File: src/rtl/mc_control_fsm.sv
// mc_control_fsm: multi-cycle MIPS-subset control sequencer. It decodes the opcode
// and funct fields, steps through fetch/decode/execute/memory/writeback and drives
// every datapath control.
// Latency: lw 5, sw 4, R-type 4, addi 4, beq 3, j 3 cycles. Each memory state
// (FETCH, MEM_READ, MEM_WRITE) adds MEM_WAIT cycles.
// Backpressure: run=0 holds the FSM in FETCH. HALT is left only through reset.
//
// Ports:
//   clk, reset          rising-edge clock, synchronous active-high reset
//   run                 permits a new instruction to start from FETCH
//   opcode, funct, zero instruction fields and the ALU zero flag
//   PCWr .. PCSource    datapath controls, all forced to 0 while reset=1
//   state               current state encoding
//   retire              one-cycle pulse on the final cycle of each instruction
//   instr_count         retired-instruction counter, wraps modulo 2**CNT_W
//   illegal             sticky flag for an unsupported opcode or funct
//
// Optional feature macro: MC_BNE_EN adds bne (opcode 0x05) through the BRANCH state.
// When the macro is undefined, opcode 0x05 is treated as illegal.

module mc_control_fsm #(
  parameter int unsigned MEM_WAIT = 0,
  parameter int unsigned CNT_W    = 32,
  parameter int unsigned WAIT_W   = 4
) (
  input  logic             clk,
  input  logic             reset,
  input  logic             run,
  input  logic [5:0]       opcode,
  input  logic [5:0]       funct,
  input  logic             zero,
  output logic             PCWr,
  output logic             Iord,
  output logic             MemRead,
  output logic             MemWrite,
  output logic             IRwrite,
  output logic             MemtoReg,
  output logic             RegWrite,
  output logic             RegDst,
  output logic             ALUSrcA,
  output logic [1:0]       ALUSrcB,
  output logic [2:0]       Operation_ALU,
  output logic [1:0]       PCSource,
  output logic [3:0]       state,
  output logic             retire,
  output logic [CNT_W-1:0] instr_count,
  output logic             illegal
);

  typedef enum logic [3:0] {
    FETCH     = 4'd0,
    DECODE    = 4'd1,
    MEM_ADDR  = 4'd2,
    MEM_READ  = 4'd3,
    MEM_WB    = 4'd4,
    MEM_WRITE = 4'd5,
    R_EXEC    = 4'd6,
    R_WB      = 4'd7,
    BRANCH    = 4'd8,
    JUMP      = 4'd9,
    I_EXEC    = 4'd10,
    I_WB      = 4'd11,
    HALT      = 4'd12
  } state_t;

  localparam logic [5:0] OP_RTYPE = 6'h00;
  localparam logic [5:0] OP_LW    = 6'h23;
  localparam logic [5:0] OP_SW    = 6'h2B;
  localparam logic [5:0] OP_BEQ   = 6'h04;
  localparam logic [5:0] OP_J     = 6'h02;
  localparam logic [5:0] OP_ADDI  = 6'h08;
`ifdef MC_BNE_EN
  localparam logic [5:0] OP_BNE   = 6'h05;
`endif

  localparam logic [2:0] ALU_ADD = 3'b000;
  localparam logic [2:0] ALU_SUB = 3'b001;
  localparam logic [2:0] ALU_AND = 3'b010;
  localparam logic [2:0] ALU_OR  = 3'b011;
  localparam logic [2:0] ALU_XOR = 3'b100;
  localparam logic [2:0] ALU_CMP = 3'b111;

  localparam logic [WAIT_W-1:0] WAIT_LAST = WAIT_W'(MEM_WAIT);

  // State registers.
  state_t             state_q, state_d;
  logic [WAIT_W-1:0]  wait_q, wait_d;
  logic [CNT_W-1:0]   cnt_q, cnt_d;
  logic               illegal_q, illegal_d;

  // Ungated control values. They are forced to zero below while reset is high.
  logic       pcwr_c, iord_c, memrd_c, memwr_c, irw_c;
  logic       m2r_c, rw_c, rdst_c, asa_c, ret_c;
  logic [1:0] asb_c, pcs_c;
  logic [2:0] op_c;

  // R-type funct decode. R_EXEC and R_WB both use it, so the ALU operation stays
  // stable through writeback without needing a register.
  logic [2:0] r_op;
  logic       r_ok;
  logic       last_wait;
  logic       br_take;

  always_comb begin
    r_op = ALU_ADD;
    r_ok = 1'b1;
    case (funct)
      6'h20:   r_op = ALU_ADD;
      6'h22:   r_op = ALU_SUB;
      6'h24:   r_op = ALU_AND;
      6'h25:   r_op = ALU_OR;
      6'h26:   r_op = ALU_XOR;
      default: r_ok = 1'b0;
    endcase
  end

  assign last_wait = (wait_q == WAIT_LAST);

`ifdef MC_BNE_EN
  assign br_take = (opcode == OP_BNE) ? ~zero : zero;
`else
  assign br_take = zero;
`endif

  // Next-state and control decode.
  always_comb begin
    state_d   = state_q;
    wait_d    = wait_q;
    illegal_d = illegal_q;
    pcwr_c    = 1'b0;
    iord_c    = 1'b0;
    memrd_c   = 1'b0;
    memwr_c   = 1'b0;
    irw_c     = 1'b0;
    m2r_c     = 1'b0;
    rw_c      = 1'b0;
    rdst_c    = 1'b0;
    asa_c     = 1'b0;
    asb_c     = 2'b00;
    op_c      = ALU_ADD;
    pcs_c     = 2'b00;
    ret_c     = 1'b0;

    case (state_q)
      FETCH: begin
        // While run is low the FSM idles here. All controls are off and the
        // wait counter is frozen.
        if (run) begin
          memrd_c = 1'b1;
          asb_c   = 2'b01;
          if (last_wait) begin
            irw_c   = 1'b1;
            pcwr_c  = 1'b1;
            wait_d  = '0;
            state_d = DECODE;
          end else begin
            wait_d = wait_q + WAIT_W'(1);
          end
        end
      end

      DECODE: begin
        // Precompute the branch target (PC + imm<<2) into ALU_out_hold.
        asb_c = 2'b11;
        case (opcode)
          OP_RTYPE:      state_d = R_EXEC;
          OP_LW, OP_SW:  state_d = MEM_ADDR;
          OP_BEQ:        state_d = BRANCH;
`ifdef MC_BNE_EN
          OP_BNE:        state_d = BRANCH;
`endif
          OP_J:          state_d = JUMP;
          OP_ADDI:       state_d = I_EXEC;
          default: begin
            state_d   = HALT;
            illegal_d = 1'b1;
          end
        endcase
      end

      MEM_ADDR: begin
        asa_c   = 1'b1;
        asb_c   = 2'b10;
        state_d = (opcode == OP_LW) ? MEM_READ : MEM_WRITE;
      end

      MEM_READ: begin
        memrd_c = 1'b1;
        iord_c  = 1'b1;
        if (last_wait) begin
          wait_d  = '0;
          state_d = MEM_WB;
        end else begin
          wait_d = wait_q + WAIT_W'(1);
        end
      end

      MEM_WB: begin
        rw_c    = 1'b1;
        ret_c   = 1'b1;
        state_d = FETCH;
      end

      MEM_WRITE: begin
        // The address is held for every wait cycle. The write strobe fires only
        // on the last cycle, so memory sees exactly one write.
        iord_c = 1'b1;
        if (last_wait) begin
          memwr_c = 1'b1;
          ret_c   = 1'b1;
          wait_d  = '0;
          state_d = FETCH;
        end else begin
          wait_d = wait_q + WAIT_W'(1);
        end
      end

      R_EXEC: begin
        asa_c = 1'b1;
        op_c  = r_op;
        if (r_ok) begin
          state_d = R_WB;
        end else begin
          state_d   = HALT;
          illegal_d = 1'b1;
        end
      end

      R_WB: begin
        rw_c    = 1'b1;
        rdst_c  = 1'b1;
        m2r_c   = 1'b1;
        op_c    = r_op;
        ret_c   = 1'b1;
        state_d = FETCH;
      end

      BRANCH: begin
        asa_c   = 1'b1;
        op_c    = ALU_CMP;
        pcs_c   = 2'b01;
        pcwr_c  = br_take;
        ret_c   = 1'b1;
        state_d = FETCH;
      end

      JUMP: begin
        pcs_c   = 2'b10;
        pcwr_c  = 1'b1;
        ret_c   = 1'b1;
        state_d = FETCH;
      end

      I_EXEC: begin
        asa_c   = 1'b1;
        asb_c   = 2'b10;
        state_d = I_WB;
      end

      I_WB: begin
        rw_c    = 1'b1;
        m2r_c   = 1'b1;
        ret_c   = 1'b1;
        state_d = FETCH;
      end

      HALT: begin
        state_d = HALT;
      end

      default: begin
        // Unused encodings recover to FETCH.
        state_d = FETCH;
        wait_d  = '0;
      end
    endcase
  end

  // While reset is high every control output and retire is held at zero, so an
  // abandoned instruction cannot write memory, the register file or the PC.
  assign PCWr          = pcwr_c  & ~reset;
  assign Iord          = iord_c  & ~reset;
  assign MemRead       = memrd_c & ~reset;
  assign MemWrite      = memwr_c & ~reset;
  assign IRwrite       = irw_c   & ~reset;
  assign MemtoReg      = m2r_c   & ~reset;
  assign RegWrite      = rw_c    & ~reset;
  assign RegDst        = rdst_c  & ~reset;
  assign ALUSrcA       = asa_c   & ~reset;
  assign ALUSrcB       = reset ? 2'b00 : asb_c;
  assign Operation_ALU = reset ? 3'b000 : op_c;
  assign PCSource      = reset ? 2'b00 : pcs_c;
  assign retire        = ret_c   & ~reset;

  assign cnt_d = retire ? cnt_q + CNT_W'(1) : cnt_q;

  always_ff @(posedge clk) begin
    if (reset) begin
      state_q   <= FETCH;
      wait_q    <= '0;
      cnt_q     <= '0;
      illegal_q <= 1'b0;
    end else begin
      state_q   <= state_d;
      wait_q    <= wait_d;
      cnt_q     <= cnt_d;
      illegal_q <= illegal_d;
    end
  end

  assign state       = state_q;
  assign instr_count = cnt_q;
  assign illegal     = illegal_q;

endmodule

File: config.mk
export PLATFORM = sky130hd
export DESIGN_NAME = mc_control_fsm
export DESIGN_NICKNAME = d
export VERILOG_FILES = /design/src/rtl/mc_control_fsm.sv
export SDC_FILE = /design/constraint.sdc
export NUM_CORES = 1
export LEC_CHECK = 0
export BUFFER_PORTS_ARGS = -buffer_cell sky130_fd_sc_hd__buf_2
export CAP_MARGIN = 0
export CELL_PAD_IN_SITES_DETAIL_PLACEMENT = 1
export CELL_PAD_IN_SITES_GLOBAL_PLACEMENT = 1
export CORE_ASPECT_RATIO = 0.8
export CORE_UTILIZATION = 38
export DETAILED_ROUTE_END_ITERATION = 6
export PLACE_DENSITY_LB_ADDON = 0.1
export SLEW_MARGIN = 5
export SYNTH_ARGS = -nofsm -noshare
export SYNTH_HDL_FRONTEND = slang
export SYNTH_SLANG_ARGS = --single-unit
File: constraint.sdc
create_clock -name clk -period 2.4 [get_ports clk]
set_input_delay 0.12 -clock clk [delete_from_list [all_inputs] [get_ports clk]]
set_output_delay 0.12 -clock clk [all_outputs]
set_load 0.02 [all_outputs]
Word level (Yosys, flattened, before mapping)
Index checks and enable logic that the tools add are counted.
{"block": "word_totals", "elab_cells": 100, "out_inout_bits": 54, "ff_bits": 41}
{"block": "classes", "add_sub_neg": 2, "n_eq_ne": 28, "bitwise_logic": 12, "mux": 36, "reduce_logical": 18}
{"op": "$eq A6 B6 Y1 const B", "count": 7}
{"op": "$add A32 B1 Y32 const B", "count": 1}
{"op": "$pmux W4 S8", "count": 1}
{"op": "$mux W4", "count": 7}
{"op": "$eq A4 B4 Y1 const B", "count": 5}
{"op": "$pmux W4 S5", "count": 1}
{"op": "$eq A4 B3 Y1 const B", "count": 4}
{"op": "$mux W1", "count": 14}
{"op": "$ne A2 B2 Y1 const B", "count": 6}
{"op": "$pmux W3 S4", "count": 1}
{"op": "$pmux W4 S3", "count": 1}
{"op": "$and A1 B1 Y1", "count": 10}
{"op": "$reduce_or A10 Y1", "count": 1}
{"op": "$reduce_or A2 Y1", "count": 5}
{"op": "$reduce_or A5 Y1", "count": 2}
{"op": "$eq A4 B2 Y1 const B", "count": 2}
{"op": "$logic_not A4 Y1", "count": 2}
{"op": "$eq A6 B2 Y1 const B", "count": 1}
{"op": "$eq A6 B3 Y1 const B", "count": 1}
{"op": "$eq A6 B4 Y1 const B", "count": 1}
{"op": "$logic_not A6 Y1", "count": 1}
{"op": "$mux W3", "count": 2}
{"op": "$pmux W1 S2", "count": 3}
{"op": "$pmux W2 S3", "count": 1}
{"op": "other kinds (14)", "count": 16}

Depth between registers and ports, before layout
{"block": "logic_depth", "word_depth": 5, "ltp_mapped": 10}

Worst setup path before layout
OpenSTA, ideal clock, no wires.
{"block": "synth_timing", "path_type": "flip-flop to flip-flop", "from": "register wait_q[0]", "to": "register cnt_q[21] (netlist: instr_count[21])", "setup_time_ns": 0.128, "setup_slack_ns": 0.351, "arrival_ns": 1.922, "synth_period_minus_slack_ns": 2.049, "path_stages_with_launch": 11, "required_time_ns": 2.272, "cell_sequence": "dfxtp_1 > inv_1 > ha_1 > or3b_1 > buf_2 > a311oi_4 > buf_4 > buf_6 > nand4_1 > xnor2_1 > nor2_1"}
{"block": "synth_between", "elab_chain_len": 4}
{"item": "from (decl)", "line_no": "87", "text": "logic [WAIT_W-1:0] wait_q, wait_d;"}
{"item": "from (signal assigned)", "line_no": "305", "text": "wait_q <= wait_d;"}
{"item": "$logic_not A4 Y1", "line_no": "117", "text": "assign last_wait = (wait_q == WAIT_LAST);"}
{"item": "$mux W1", "line_no": "208", "text": "if (last_wait) begin"}
{"item": "$pmux W1 S2", "line_no": "144", "text": "case (state_q)"}
{"item": "$and A1 B1 Y1", "line_no": "293", "text": "assign retire = ret_c & ~reset;"}
{"item": "to (signal assigned)", "line_no": "306", "text": "cnt_q <= cnt_d;"}
{"item": "to (decl)", "line_no": "88", "text": "logic [CNT_W-1:0] cnt_q, cnt_d;"}
No other way between the ends.
A chain may end at the register's enable or synchronous reset.

Worst setup path in the final report
{"block": "layout_timing", "from": "register wait_q[0]", "to": "register cnt_q[25] (netlist: instr_count[25])"}
The elaborated chain is that of the path after synthesis.

==> run summary <==
The analysis attributes to net switching a power of 881 uW. The largest driver fanout on the critical path is 9, and the via total after detailed routing is 2766. The hold-fix buffer count after cts is 0, and the share of synthesized flip-flops with an asynchronous set or reset is 0%.

For the hold violation total from the final report, the log shows 0. The routed design has 7.65 mm of wire. The run gives 0 as the post-CTS setup repair buffer count. After clock tree synthesis, the clock-pin slew on the worst setup and hold paths is 80 ps. For the reported leakage power, the log shows 0.00135 uW. The required time at the endpoint of the critical path is 2620 ps. For this run, the slowest stage of the critical path takes 440 ps. The initial antenna violation count came out at 0. After detailed routing, the wire length on met1 is 4.03 mm. Once layout is done, the placed cells without fillers occupy 0.00317 mm^2. At the end of routability-driven placement, the weighted congestion stood at 0.809.

The path class of the tightest hold or removal check is primary input to flop. The proportion of synthesized chip area in sequential cells is 31.9%, and the number of standard-cell rows in the floorplan is 26. The clock latency of the later-clocked register in the worst-skew pair was 300 ps; the part of the power in the clock network was 25.4%. Global routing consumed, over all layers together, 21.9% of the routing resources.

Top routing layer in use: met4. The tools report the portion of total power attributed to combinational logic as 40.6%. In the final routed layout, each cell accounts on average for 15.4 um. The cell with the most instances after synthesis was dfxtp_1. Entering global routing, the biggest net connects 29 pins. The signal on the critical path passes through inv_1, ha_1, or3b_1, a311oi_4, nand3_2, or3_1, a21oi_1. The run gives 2522 as the via count of the first global-routing pass. Yosys printed 0 warnings. Cell type contributing the most total cell area after synthesis: dfxtp_1.

The area of the die is 0.00711 mm^2. The internal power of the cells totals 1410 uW. For the clock sink count, the log shows 41. Buffers placed on the I/O ports in this run total 69. The final critical path takes up 94.8% of the cycle. Setup repair after global routing left no endpoint under its margin. The run gives 2 as the CTS H-tree depth. The flow ran to the end, and the final reports show no timing, DRC or antenna violations. Max-slew violation total from the final report: 0. The run gives 0 as the number of nets with antenna violations after routing. After the last flow step, the layout net total stands at 429. Cells with a size suffix above 1 make up 24.3% of the layout. By area the synthesized netlist is led by dfxtp_1, nor2_1, xor2_1.

TritonCTS built the clock tree. For flop-to-flop paths, the worst setup slack is 130 ps. Counting I/O delays and the setup requirement, the final critical path takes 2270 ps. The tool flagged a number of max-cap violations equal to 0. The net count after synthesis came out at 358. The number of buffer and inverter stages on the critical path is 1, and the count of different cell masters after synthesis is 58. The family with the most delay on the worst path is simple AND/OR/NAND/NOR gates. The detailed router finished its first iteration with 116 violations. Across the whole layout, storage elements account for 821 um^2. Relative area change from synthesis to final layout: 23.1%. The actual transition at the worst max-transition pin is 612 ps. Power spread over the standard cell area amounts to 723 mW/mm^2. The pre-antenna-repair detailed-routing pass consisted of 4 iterations. After synthesis, the largest area contributor takes up 31.9% of total cell area. The data arrival time of the critical path is 2490 ps. After clock tree synthesis, the repair step resized 0 gates. The number of enable flip-flop cells after synthesis is 0. Timing would allow up to 440 MHz. The post-place instance area is 0.00305 mm^2. On the critical path, the stage with the largest delay is an instance of or3b_1.

The worst setup path is captured at a flop. The total area inside the core boundary comes to 0.00647 mm^2. Global routing finished with a remaining overflow of 0.

Summed over all failing endpoints, the final setup total negative slack is 0 ps. The commonest cells after synthesis are dfxtp_1, nor2_1, a21oi_1, nand4_1. Measured along the y axis, the die boundary spans 75.6 um. Mean instance size in the synthesized netlist: 7.60 um^2.

The run gives 0 as the setup violation total in the final timing report. Buffer cell driving the clock tree root: clkbuf_8. Summing every instance area after synthesis gives 0.00258 mm^2. The met3 wirelength from detailed routing was 285 um.

Across the VDD grid, the largest voltage drop is 0.278 mV. In the synthesized netlist, the number of instances is 339. The clock passes through at most 2 buffers.

Dividing the detail-routed via count by the number of cells gives 5.59. Clock skew on the completed layout was measured at 13.5 ps. The wire length of the first global-routing pass is 12.4 mm.

Most used flip-flop cell after synthesis: dfxtp_1. The number of antenna diodes in the final layout is 0. The initial utilization of the core area, before any placement, comes to 39.8%.

The wire-length estimate of the detail-placed layout is 5.86 mm. The worst setup path is of the flop to flop kind. In the final layout, the multi-input gates occupy 0.00161 mm^2.

The filler cells instantiated in the layout total 854. For this run, design rule violations remaining after detail routing come to 0. The switching part of the total power came out at 38.5%. Measured along the x axis, the die boundary spans 94.1 um.

The boundary pin count was 70. Clock tree synthesis inserted a total of 5 buffers. The worst pin sits at a relative slew slack of 59.1%. The length of routed met2 wiring was 3.29 mm. The post-synthesis register bit count came out at 41. For the share of total power in sequential cells, the log shows 34.0%.

STA classifies the critical path startpoint as a flop.
worst paths after layout:
| path | from | to | depth (start not counted) |
|---|---|---|---|
| setup / recovery | wait_q[0] | instr_count[25] | 7 |
| hold / removal | opcode[4] | illegal | 3 |
| setup reg to reg | wait_q[0] | instr_count[25] | 7 |
| hold reg to reg | illegal | illegal | 2 |
worst register-to-register path, stage by stage (launching register included):
cell	delay, ps
dfxtp_1	350
inv_1	60
ha_1	150
or3b_1	440
a311oi_4	390
nand3_2	240
or3_1	400
a21oi_1	180
cells in the final DEF, fill, tap and decap left out, types with 6 or more instances in the layout:
master    Yosys  final
nand2_1      19     19
nor2b_1       7      7
nand4_1      20     20
xor2_1       15     15
o21ai_0      18     18
inv_1        13     13
and3_1       10     10
or3_1        12     12
xnor2_1       7      7
a21oi_1      20     20
clkbuf_8      0      6
dfxtp_1      41     41
nor3_1       19     19
nand3_1      17     17
buf_2         2     69
nor2_1       40     40
buf_4         1     16
kinds of logic after synthesis:
logic type | Yosys count | share of synthesized area, %
adders and majority gates | 4 | 1.85
xor gates and xnor gates | 22 | 7.48
AOI/OAI and AO/OA | 69 | 18.1
and+or+nand+nor | 167 | 34.7
muxes | 1 | 0.389
buffers and inverters | 35 | 5.63
DFF | 41 | 31.9
registers in the layout (all words and copies together), names as in the netlist:
signal,cells
illegal,1
state,4
instr_count,32
wait_q,4
final cells by class:
cell class	instances	area share, %
Clock inverter	1	0.947
Sequential cell	41	25.9
Timing Repair Buffer	85	14.7
Tap cell	84	3.31
Clock buffer	7	2.72
Inverter	14	1.66
Multi-Input combinational cell	263	50.8
layer usage:
layer	GRT usage, %	vias to the layer above
li1	-	1376
met1	31.8	1330
met2	34.9	54
met3	3.59	6
met4	3.59	0
met5	0	-
per-stage QoR:
step / hold WS, ps / cells / util [%] / worst slack (ps) / total power, uW
after detailed placement: 446 / 487 / 47.2 / 122 / 1720
after global placement: 450 / 487 / 47.2 / 250 / 1710
after global routing: 180 / 495 / 49.0 / 12.7 / 2420
after CTS: 171 / 495 / 49.0 / 101 / 2310
after floorplan: 306 / 339 / - / 351 / 1440
final: 172 / 495 / 49.0 / 125 / 2290
power by group through the flow:
stage / clock (uW) / combinational (uW) / sequential (uW)
floorplan: 0 / 634 / 811
global placement: 0 / 921 / 793
detailed placement: 0 / 929 / 795
CTS: 594 / 933 / 779
global route: 624 / 1010 / 786
finish: 582 / 930 / 778
No activity file was read; power rests on OpenSTA's default activity.
